[src/rtl/layer_sequencer_pkg.sv]
// Shared types and helpers for the layer sequencer: strobe arbitration codes,
// geometry derivation and the minimum-width clog2 used for index ports.
package layer_pkg;

    typedef enum logic [2:0] {
        STB_NONE  = 3'd0,
        STB_CLOAD = 3'd1,
        STB_COUT  = 3'd2,
        STB_CONV  = 3'd3,
        STB_TREE  = 3'd4,
        STB_POOL  = 3'd5
    } stb_e;

    // An index port is never narrower than one bit, even for a single entry.
    function automatic int clog2_min1(input int n);
        return (n < 2) ? 1 : $clog2(n);
    endfunction

    function automatic int ow_of(input int img_w, input int k);
        return img_w - k + 1;
    endfunction

    function automatic int pw_of(input int ow);
        return ow / 2;
    endfunction

    function automatic stb_e stb_pick(input logic c_load, input logic cout,
                                      input logic conv, input logic tree,
                                      input logic pool);
        if (c_load)    return STB_CLOAD;
        else if (cout) return STB_COUT;
        else if (conv) return STB_CONV;
        else if (tree) return STB_TREE;
        else if (pool) return STB_POOL;
        else           return STB_NONE;
    endfunction

endpackage

[src/rtl/layer_sequencer_if.sv]
// Layer control handshake: the controller drives phase strobes, the sequencer
// answers with indices, coordinates and completion status.
interface layer_sequencer_if #(
    parameter int IC    = 1,
    parameter int OC    = 1,
    parameter int IMG_W = 28,
    parameter int K     = 3
) ();
    localparam int OW  = layer_pkg::ow_of(IMG_W, K);
    localparam int PW  = layer_pkg::pw_of(OW);
    localparam int ICW = layer_pkg::clog2_min1(IC);
    localparam int OCW = layer_pkg::clog2_min1(OC);
    localparam int WW  = layer_pkg::clog2_min1(OW);
    localparam int PWW = layer_pkg::clog2_min1(PW);

    logic           c_load;
    logic           conv;
    logic           tree;
    logic           cout;
    logic           pool;
    logic           conv_done;
    logic           cout_done;
    logic           pool_done;
    logic [ICW-1:0] ic_idx;
    logic [OCW-1:0] oc_idx;
    logic           win_valid;
    logic [WW-1:0]  win_row;
    logic [WW-1:0]  win_col;
    logic           acc_clr;
    logic           tree_en;
    logic           pool_valid;
    logic [PWW-1:0] pool_row;
    logic [PWW-1:0] pool_col;
    logic           proto_err;

    modport master (
        output c_load, conv, tree, cout, pool,
        input  conv_done, cout_done, pool_done, ic_idx, oc_idx, win_valid,
               win_row, win_col, acc_clr, tree_en, pool_valid, pool_row,
               pool_col, proto_err
    );

    modport slave (
        input  c_load, conv, tree, cout, pool,
        output conv_done, cout_done, pool_done, ic_idx, oc_idx, win_valid,
               win_row, win_col, acc_clr, tree_en, pool_valid, pool_row,
               pool_col, proto_err
    );
endinterface

[src/rtl/layer_sequencer_xy_counter.sv]
// Square (row, col) position counter, column innermost. At the last position
// it either wraps to the origin or holds there until cleared.
module xy_counter
    import layer_pkg::*;
#(
    parameter int WIDTH_N = 4,
    parameter bit WRAP    = 1'b1
) (
    input  logic                          clk,
    input  logic                          rst_n,
    input  logic                          i_inc,
    input  logic                          i_clr,
    output logic [clog2_min1(WIDTH_N)-1:0] o_row,
    output logic [clog2_min1(WIDTH_N)-1:0] o_col,
    output logic                          o_last
);
    localparam int         W    = clog2_min1(WIDTH_N);
    localparam logic [W-1:0] LAST = W'(WIDTH_N - 1);

    logic [W-1:0] r_row;
    logic [W-1:0] r_col;

    assign o_row  = r_row;
    assign o_col  = r_col;
    assign o_last = (r_row == LAST) && (r_col == LAST);

    always_ff @(posedge clk or negedge rst_n) begin
        if (!rst_n) begin
            r_row <= '0;
            r_col <= '0;
        end else if (i_clr) begin
            r_row <= '0;
            r_col <= '0;
        end else if (i_inc) begin
            if (o_last) begin
                if (WRAP) begin
                    r_row <= '0;
                    r_col <= '0;
                end
            end else if (r_col == LAST) begin
                r_col <= '0;
                r_row <= r_row + W'(1);
            end else begin
                r_col <= r_col + W'(1);
            end
        end
    end
endmodule

[src/rtl/layer_sequencer.sv]
// Responder side of the layer control loop: arbitrates the phase strobes and
// steps channel indices, conv window and pool position for the datapath.
module layer_sequencer
    import layer_pkg::*;
#(
    parameter int IC    = 1,
    parameter int OC    = 1,
    parameter int IMG_W = 28,
    parameter int K     = 3
) (
    input  logic             clk,
    input  logic             rst_n,
    layer_sequencer_if.slave bus
);
    localparam int OW  = ow_of(IMG_W, K);
    localparam int PW  = pw_of(OW);
    localparam int ICW = clog2_min1(IC);
    localparam int OCW = clog2_min1(OC);
    localparam int WW  = clog2_min1(OW);
    localparam int PWW = clog2_min1(PW);

    localparam logic [ICW-1:0] IC_LAST = ICW'(IC - 1);
    localparam logic [OCW-1:0] OC_LAST = OCW'(OC - 1);

    stb_e           w_stb;
    logic [2:0]     w_nstb;
    logic           w_win_inc;
    logic           w_win_clr;
    logic           w_win_last;
    logic           w_pool_inc;
    logic           w_pool_last;
    logic [WW-1:0]  w_win_row;
    logic [WW-1:0]  w_win_col;
    logic [PWW-1:0] w_pool_row;
    logic [PWW-1:0] w_pool_col;
    logic           w_ic_last;
    logic           w_oc_last;

    logic           r_conv_done;
    logic           r_proto_err;
    logic [ICW-1:0] r_ic;
    logic [OCW-1:0] r_oc;

    assign w_stb  = stb_pick(bus.c_load, bus.cout, bus.conv, bus.tree, bus.pool);
    assign w_nstb = 3'(bus.c_load) + 3'(bus.cout) + 3'(bus.conv)
                  + 3'(bus.tree) + 3'(bus.pool);

    assign w_ic_last  = (r_ic == IC_LAST);
    assign w_oc_last  = (r_oc == OC_LAST);
    assign w_win_clr  = (w_stb == STB_CLOAD);
    assign w_win_inc  = (w_stb == STB_CONV) && !r_conv_done;
    assign w_pool_inc = (w_stb == STB_POOL);

    xy_counter #(.WIDTH_N(OW), .WRAP(1'b0)) u_win_cnt (
        .clk    (clk),
        .rst_n  (rst_n),
        .i_inc  (w_win_inc),
        .i_clr  (w_win_clr),
        .o_row  (w_win_row),
        .o_col  (w_win_col),
        .o_last (w_win_last)
    );

    xy_counter #(.WIDTH_N(PW), .WRAP(1'b1)) u_pool_cnt (
        .clk    (clk),
        .rst_n  (rst_n),
        .i_inc  (w_pool_inc),
        .i_clr  (1'b0),
        .o_row  (w_pool_row),
        .o_col  (w_pool_col),
        .o_last (w_pool_last)
    );

    // conv_done marks that the edge consumed the final window; the window
    // counter itself holds on that corner until the next channel load.
    always_ff @(posedge clk or negedge rst_n) begin
        if (!rst_n) begin
            r_conv_done <= 1'b0;
            r_proto_err <= 1'b0;
            r_ic        <= '0;
            r_oc        <= '0;
        end else begin
            if (w_nstb > 3'd1)
                r_proto_err <= 1'b1;

            if (w_win_clr)
                r_conv_done <= 1'b0;
            else if (w_win_inc && w_win_last)
                r_conv_done <= 1'b1;

            if (w_stb == STB_COUT) begin
                if (w_ic_last) begin
                    r_ic <= '0;
                    r_oc <= w_oc_last ? '0 : r_oc + OCW'(1);
                end else begin
                    r_ic <= r_ic + ICW'(1);
                end
            end
        end
    end

    assign bus.conv_done  = r_conv_done;
    assign bus.proto_err  = r_proto_err;
    assign bus.ic_idx     = r_ic;
    assign bus.oc_idx     = r_oc;
    assign bus.win_row    = w_win_row;
    assign bus.win_col    = w_win_col;
    assign bus.pool_row   = w_pool_row;
    assign bus.pool_col   = w_pool_col;
    assign bus.win_valid  = w_win_inc;
    assign bus.acc_clr    = w_win_clr && (r_ic == '0);
    assign bus.tree_en    = (w_stb == STB_TREE);
    assign bus.cout_done  = (w_stb == STB_COUT) && w_ic_last && w_oc_last;
    assign bus.pool_valid = (w_stb == STB_POOL);
    assign bus.pool_done  = (w_stb == STB_POOL) && w_pool_last;
endmodule

[src/flat_wrapper.sv]
// flat-port wrapper written by rule: the top's interface ports become plain ports
module layer_sequencer_flat import layer_pkg::*;
#(
    parameter int IC    = 1,
    parameter int OC    = 1,
    parameter int IMG_W = 28,
    parameter int K     = 3
)
  (clk, rst_n, bus_c_load, bus_conv, bus_tree, bus_cout, bus_pool, bus_conv_done, bus_cout_done, bus_pool_done, bus_ic_idx, bus_oc_idx, bus_win_valid, bus_win_row, bus_win_col, bus_acc_clr, bus_tree_en, bus_pool_valid, bus_pool_row, bus_pool_col, bus_proto_err);
  layer_sequencer_if #(.IC(IC), .OC(OC), .IMG_W(IMG_W), .K(K)) bus_i ();
  input  logic clk;
  input  logic rst_n;
  input wire logic [$bits(bus_i.c_load)-1:0] bus_c_load;
  input wire logic [$bits(bus_i.conv)-1:0] bus_conv;
  input wire logic [$bits(bus_i.tree)-1:0] bus_tree;
  input wire logic [$bits(bus_i.cout)-1:0] bus_cout;
  input wire logic [$bits(bus_i.pool)-1:0] bus_pool;
  output wire logic [$bits(bus_i.conv_done)-1:0] bus_conv_done;
  output wire logic [$bits(bus_i.cout_done)-1:0] bus_cout_done;
  output wire logic [$bits(bus_i.pool_done)-1:0] bus_pool_done;
  output wire logic [$bits(bus_i.ic_idx)-1:0] bus_ic_idx;
  output wire logic [$bits(bus_i.oc_idx)-1:0] bus_oc_idx;
  output wire logic [$bits(bus_i.win_valid)-1:0] bus_win_valid;
  output wire logic [$bits(bus_i.win_row)-1:0] bus_win_row;
  output wire logic [$bits(bus_i.win_col)-1:0] bus_win_col;
  output wire logic [$bits(bus_i.acc_clr)-1:0] bus_acc_clr;
  output wire logic [$bits(bus_i.tree_en)-1:0] bus_tree_en;
  output wire logic [$bits(bus_i.pool_valid)-1:0] bus_pool_valid;
  output wire logic [$bits(bus_i.pool_row)-1:0] bus_pool_row;
  output wire logic [$bits(bus_i.pool_col)-1:0] bus_pool_col;
  output wire logic [$bits(bus_i.proto_err)-1:0] bus_proto_err;
  assign bus_i.c_load = bus_c_load;
  assign bus_i.conv = bus_conv;
  assign bus_i.tree = bus_tree;
  assign bus_i.cout = bus_cout;
  assign bus_i.pool = bus_pool;
  assign bus_conv_done = bus_i.conv_done;
  assign bus_cout_done = bus_i.cout_done;
  assign bus_pool_done = bus_i.pool_done;
  assign bus_ic_idx = bus_i.ic_idx;
  assign bus_oc_idx = bus_i.oc_idx;
  assign bus_win_valid = bus_i.win_valid;
  assign bus_win_row = bus_i.win_row;
  assign bus_win_col = bus_i.win_col;
  assign bus_acc_clr = bus_i.acc_clr;
  assign bus_tree_en = bus_i.tree_en;
  assign bus_pool_valid = bus_i.pool_valid;
  assign bus_pool_row = bus_i.pool_row;
  assign bus_pool_col = bus_i.pool_col;
  assign bus_proto_err = bus_i.proto_err;
  layer_sequencer #(.IC(IC), .OC(OC), .IMG_W(IMG_W), .K(K)) u_core (.clk(clk), .rst_n(rst_n), .bus(bus_i));
endmodule
[config.mk]
export PLATFORM = sky130hd
export DESIGN_NAME = layer_sequencer_flat
export DESIGN_NICKNAME = d
export VERILOG_FILES = /design/src/rtl/layer_sequencer_pkg.sv /design/src/rtl/layer_sequencer_if.sv /design/src/rtl/layer_sequencer_xy_counter.sv /design/src/rtl/layer_sequencer.sv /design/src/flat_wrapper.sv
export SDC_FILE = /design/constraint.sdc
export NUM_CORES = 1
export LEC_CHECK = 0
export CAP_MARGIN = 40
export CELL_PAD_IN_SITES_DETAIL_PLACEMENT = 1
export CELL_PAD_IN_SITES_GLOBAL_PLACEMENT = 1
export CORE_MARGIN = 4
export CORE_UTILIZATION = 35
export CTS_BUF_LIST = sky130_fd_sc_hd__clkbuf_8 sky130_fd_sc_hd__clkbuf_16
export CTS_CLUSTER_DIAMETER = 200
export DETAILED_ROUTE_END_ITERATION = 16
export GPL_TIMING_DRIVEN = 0
export PLACE_DENSITY = 0.82
export SKIP_LAST_GASP = 1
export SLEW_MARGIN = 20
export SYNTH_ARGS = -nofsm -noshare
export SYNTH_HDL_FRONTEND = slang
export SYNTH_SLANG_ARGS = --single-unit
[constraint.sdc]
create_clock -name clk -period 1.6 [get_ports clk]
set_input_delay 0.32 -clock clk [delete_from_list [all_inputs] [get_ports clk]]
set_output_delay 0.32 -clock clk [all_outputs]
set_load 0.01 [all_outputs]
==> results_tabular.tex <==
\begin{tabular}{lr}
\hline
Metric & Value \\
\hline
\multicolumn{2}{l}{\textbf{Clocking}} \\
\quad TritonCTS clock tree & built \\
\quad \# H-tree levels & 1 \\
\quad CTS Root Cell & sky130\_fd\_sc\_hd\_\_clkbuf\_8 \\
\quad Clock buffer depth & 2 \\
\quad Num CTS Buffers & 3 \\
\quad Clock latency of the later-clocked register in the worst-skew pair & approximately 0.26 ns \\
\quad TritonCTS sink count & 20 \\
\quad Count of hold buffers inserted by post-cts repair & 0 \\
\quad Clock input transition at the sequential cells of the worst setup and hold paths & 0.08 ns \\
\multicolumn{2}{l}{\textbf{Layout}} \\
\quad Count of filler cells inserted in the layout & 390 \\
\quad Layout cells sized above 1 & 0.328 \\
\quad Final layout net count & approximately 200 \\
\quad Commonest cells after routing, fill and taps aside & 16 x sky130\_fd\_sc\_hd\_\_buf\_4, 16 x sky130\_fd\_sc\_hd\_\_dfrtp\_1, 14 x sky130\_fd\_sc\_hd\_\_clkdlybuf4s50\_1 \\
\quad Layout overhead on the synthesized area & 57.0\% \\
\quad Final instance area & about 1900 sq um \\
\quad ANT cells & 0 \\
\multicolumn{2}{l}{\textbf{Place}} \\
\quad Placed standard-cell area & about 1600 sq um \\
\quad Routability congestion estimate & roughly 0.8 \\
\quad Count of buffers inserted at the top-level ports & 32 \\
\quad Detailed-placement wirelength estimate & around 2.4 mm \\
\multicolumn{2}{l}{\textbf{Status}} \\
\quad Result of the run & finished with violations \\
\quad Violated checks & setup timing \\
\multicolumn{2}{l}{\textbf{Critical path}} \\
\quad Crit-path max FO & 3 \\
\quad Launching element type of the critical path & input pin \\
\quad Endpoint class of the critical path & flop \\
\quad CP Data Arrival Time & around 1.9 ns \\
\quad Worst setup path class & in -> reg \\
\quad Endpoint required time on the critical path & roughly 1.7 ns \\
\multicolumn{2}{l}{\textbf{Power}} \\
\quad Share of power burned in the clock network & 0.269 \\
\quad Sequential share of power & 0.424 \\
\quad Power density over the cells & between 700 and 800 nW/um\^{}2 \\
\quad Power Internal & 1.02 mW \\
\quad VDD IR-drop max & around 0.00056 V \\
\quad Leakage power figure & about 0.95 nW \\
\quad Switching share of total power & 0.297 \\
\quad Switching Power & 0.430 mW \\
\quad Power share of the combinational group & 0.307 \\
\multicolumn{2}{l}{\textbf{Drt}} \\
\quad Average via count per standard cell & 5.03 \\
\quad Vias & approximately 1100 \\
\quad Iteration-0 DRC Markers & 21 \\
\quad Number of remaining DRC errors & 0 \\
\quad Pre-antenna DRT Iters & 4 \\
\quad Remaining antenna violation count after routing & 0 \\
\quad Routed wirelength normalized by instance count & about 16 um \\
\quad Wire length after detailed routing & approximately 3.6 mm \\
\multicolumn{2}{l}{\textbf{STA}} \\
\quad Final setup margin & -0.138 ns \\
\quad Setup repair after global routing missed its margin & yes \\
\quad Minimum clock period after layout & 1.74 ns \\
\quad Final worst clock skew & around 0.0042 ns \\
\quad Share of the clock period used by the worst path after layout & 1.09 \\
\quad Final hold viol count & 0 \\
\quad Maximum clock frequency & between 0.5 and 0.6 GHz \\
\quad Count of final max-slew check failures & 0 \\
\quad Final hold slack & between 0.3 and 0.4 ns \\
\quad Final setup violating endpoints & 4 \\
\multicolumn{2}{l}{\textbf{Floorplanning}} \\
\quad Vertical die dimension & 66.8 um \\
\quad Std-Cell Core Area & about 3300 sq um \\
\quad Horizontal extent of the die & between 60 and 70 um \\
\quad Initial Util & 0.363 \\
\quad IO Count & 35 \\
\quad Number of rows created at floorplan & 21 \\
\quad Die footprint & roughly 4500 sq um \\
\multicolumn{2}{l}{\textbf{Min path}} \\
\quad Worst min path class & in -> async \\
\multicolumn{2}{l}{\textbf{Synthesis}} \\
\quad FFs w/ async S/R, synth & 1.00 \\
\quad Count of state elements after synthesis & 20 \\
\quad Post-synthesis instance total & 122 \\
\quad Portion of synthesized cell area occupied by the leading cell type & 0.413 \\
\quad Mean Syn Cell Area & between 9 and 10 sq um \\
\quad Number of enable flip-flop cells after synthesis & 0 \\
\quad Yosys top cell by area & sky130\_fd\_sc\_hd\_\_dfrtp\_1 \\
\quad Synth Warn \# & 0 \\
\quad Synthesized area & approximately 1200 sq um \\
\quad Register area share after synthesis & 0.413 \\
\quad Main area contributors after synthesis & sky130\_fd\_sc\_hd\_\_dfrtp\_1 41\%, sky130\_fd\_sc\_hd\_\_ha\_1 9.3\%, sky130\_fd\_sc\_hd\_\_inv\_1 3.7\%, sky130\_fd\_sc\_hd\_\_fa\_1 3.3\%, sky130\_fd\_sc\_hd\_\_o21ai\_0 3.3\% \\
\quad Unique cell type count in the Yosys netlist & 38 \\
\quad Dominant register cell in the synthesized netlist & sky130\_fd\_sc\_hd\_\_dfrtp\_1 \\
\multicolumn{2}{l}{\textbf{Global routing}} \\
\quad GRT Resource Usage Total & 0.170 \\
\quad First-pass GRT wire length & 5.81 mm \\
\quad Met2 Resource Use GR & 0.329 \\
\quad Largest net degree at the start of global routing & 13 \\
\quad Remaining Overflow, GRT & 0 \\
\quad Number of global-route vias before repair & 1234 \\
\quad Antenna violations before repair & 0 \\
\quad Met3 global-route usage & 0.0371 \\
\quad Highest-utilization routing layer at the global route stage & met2 \\
\quad Routing usage on met1 & 0.186 \\
\multicolumn{2}{l}{\textbf{Flow run}} \\
\quad Number of maximum-capacitance constraint violations & 0 \\
\hline
\end{tabular}
==> power by group through the flow <==
stage	Combinational, mW	Sequential [mW]	Clock (mW)
3_3_place_gp	0.312	0.612	0
3_5_place_dp	0.327	0.617	0
2_1_floorplan	0.146	0.622	0
6_report	0.445	0.613	0.388
4_1_cts	0.352	0.611	0.405
5_1_grt	0.489	0.621	0.423
==> cells by family (layout without fill, tap and decap cells) <==
logic type / after synthesis / in the layout / share of synthesized area
AOI/OAI and AO/OA: 24 / 24 / 0.131
xor gates and xnor gates: 5 / 5 / 0.0362
adders and majority gates: 11 / 11 / 0.126
buffers and inverters: 17 / 71 / 0.0599
DFF: 20 / 20 / 0.413
muxes: 2 / 2 / 0.0176
other: 1 / 2 / 0.00310
and+or+nand+nor: 42 / 42 / 0.213
==> through the flow <==
stage / TNS (ns) / total power [mW] / std cells / utilization / setup WS (ns)
4_1_cts: -0.559 / 1.37 / 213 / 0.536 / -0.197
3_3_place_gp: -12.64 / 0.923 / 201 / 0.480 / -1.13
5_1_grt: -0.998 / 1.53 / 223 / 0.570 / -0.172
6_report: -0.267 / 1.45 / 223 / 0.570 / -0.138
3_5_place_dp: -13.55 / 0.945 / 202 / 0.484 / -1.16
2_1_floorplan: -0.242 / 0.768 / 123 / - / -0.242
==> final cells by class <==
class	instances	area (sq um)	share of cell area
Inverter	13	53.8	0.0283
Multi-Input combinational cell	86	713	0.375
Tap cell	46	57.6	0.0303
Buffer	4	26.3	0.0138
Clock buffer	4	55.1	0.0289
Timing Repair Buffer	50	490	0.258
Sequential cell	20	505	0.266
==> worst max-delay path, stage by stage <==
cell and delay [ns]:
sky130_fd_sc_hd__buf_12 0.10, sky130_fd_sc_hd__ha_4 0.25, sky130_fd_sc_hd__inv_2 0.03, sky130_fd_sc_hd__fa_1 0.44
sky130_fd_sc_hd__nand2b_4 0.15, sky130_fd_sc_hd__fa_1 0.49, sky130_fd_sc_hd__nand3b_1 0.08
==> registers in the layout, summed over array words and instances (netlist names) <==
register	count
u_core.bus.conv_done	1
u_core.bus.proto_err	1
u_core.u_pool_cnt.o_row	4
u_core.u_win_cnt.o_col	5
u_core.u_pool_cnt.o_col	4
u_core.u_win_cnt.o_row	5
==> path summary, 6_finish.rpt <==
path | slack [ns] | start | end | cells past startpoint
max | -0.14 | bus_c_load | u_core.bus.proto_err$_DFFE_PN0N_ | 7
min | 0.37 | rst_n | u_core.u_win_cnt.o_col[3]$_DFFE_PN0P_ | 1
max reg2reg | 0.01 | u_core.bus.conv_done$_DFFE_PN0P_ | u_core.u_win_cnt.o_row[2]$_DFFE_PN0P_ | 6
min reg2reg | 0.48 | u_core.bus.proto_err$_DFFE_PN0N_ | u_core.bus.proto_err$_DFFE_PN0N_ | 1
max in group asynchronous | 0.77 | rst_n | u_core.u_win_cnt.o_col[4]$_DFFE_PN0P_ | 2
min in group clk | 0.48 | u_core.bus.proto_err$_DFFE_PN0N_ | u_core.bus.proto_err$_DFFE_PN0N_ | 1
==> cell usage after synthesis, types with 3 or more instances <==
library cell and count:
sky130_fd_sc_hd__nand2_1 5, sky130_fd_sc_hd__a21oi_1 4, sky130_fd_sc_hd__xor2_1 3, sky130_fd_sc_hd__nor2_1 10, sky130_fd_sc_hd__dfrtp_1 20, sky130_fd_sc_hd__ha_1 9
sky130_fd_sc_hd__and2_1 5, sky130_fd_sc_hd__inv_1 12, sky130_fd_sc_hd__o21ai_0 8, sky130_fd_sc_hd__nand3_1 6
==> metal layers <==
metal | share of wire | routed length, um
met1 | 0.40 | 1450
met2 | 0.57 | 2050
met3 | 0.029 | 105
met4 | 0.0036 | 13
met5 | 0 | 0
==> repair_timing <==
action	in CTS	in global routing
buffers inserted	7	10
endpoints found under the setup margin	32	23
gates resized for setup	51	22
pin swaps	8	5
No activity file was read; power rests on OpenSTA's default activity.
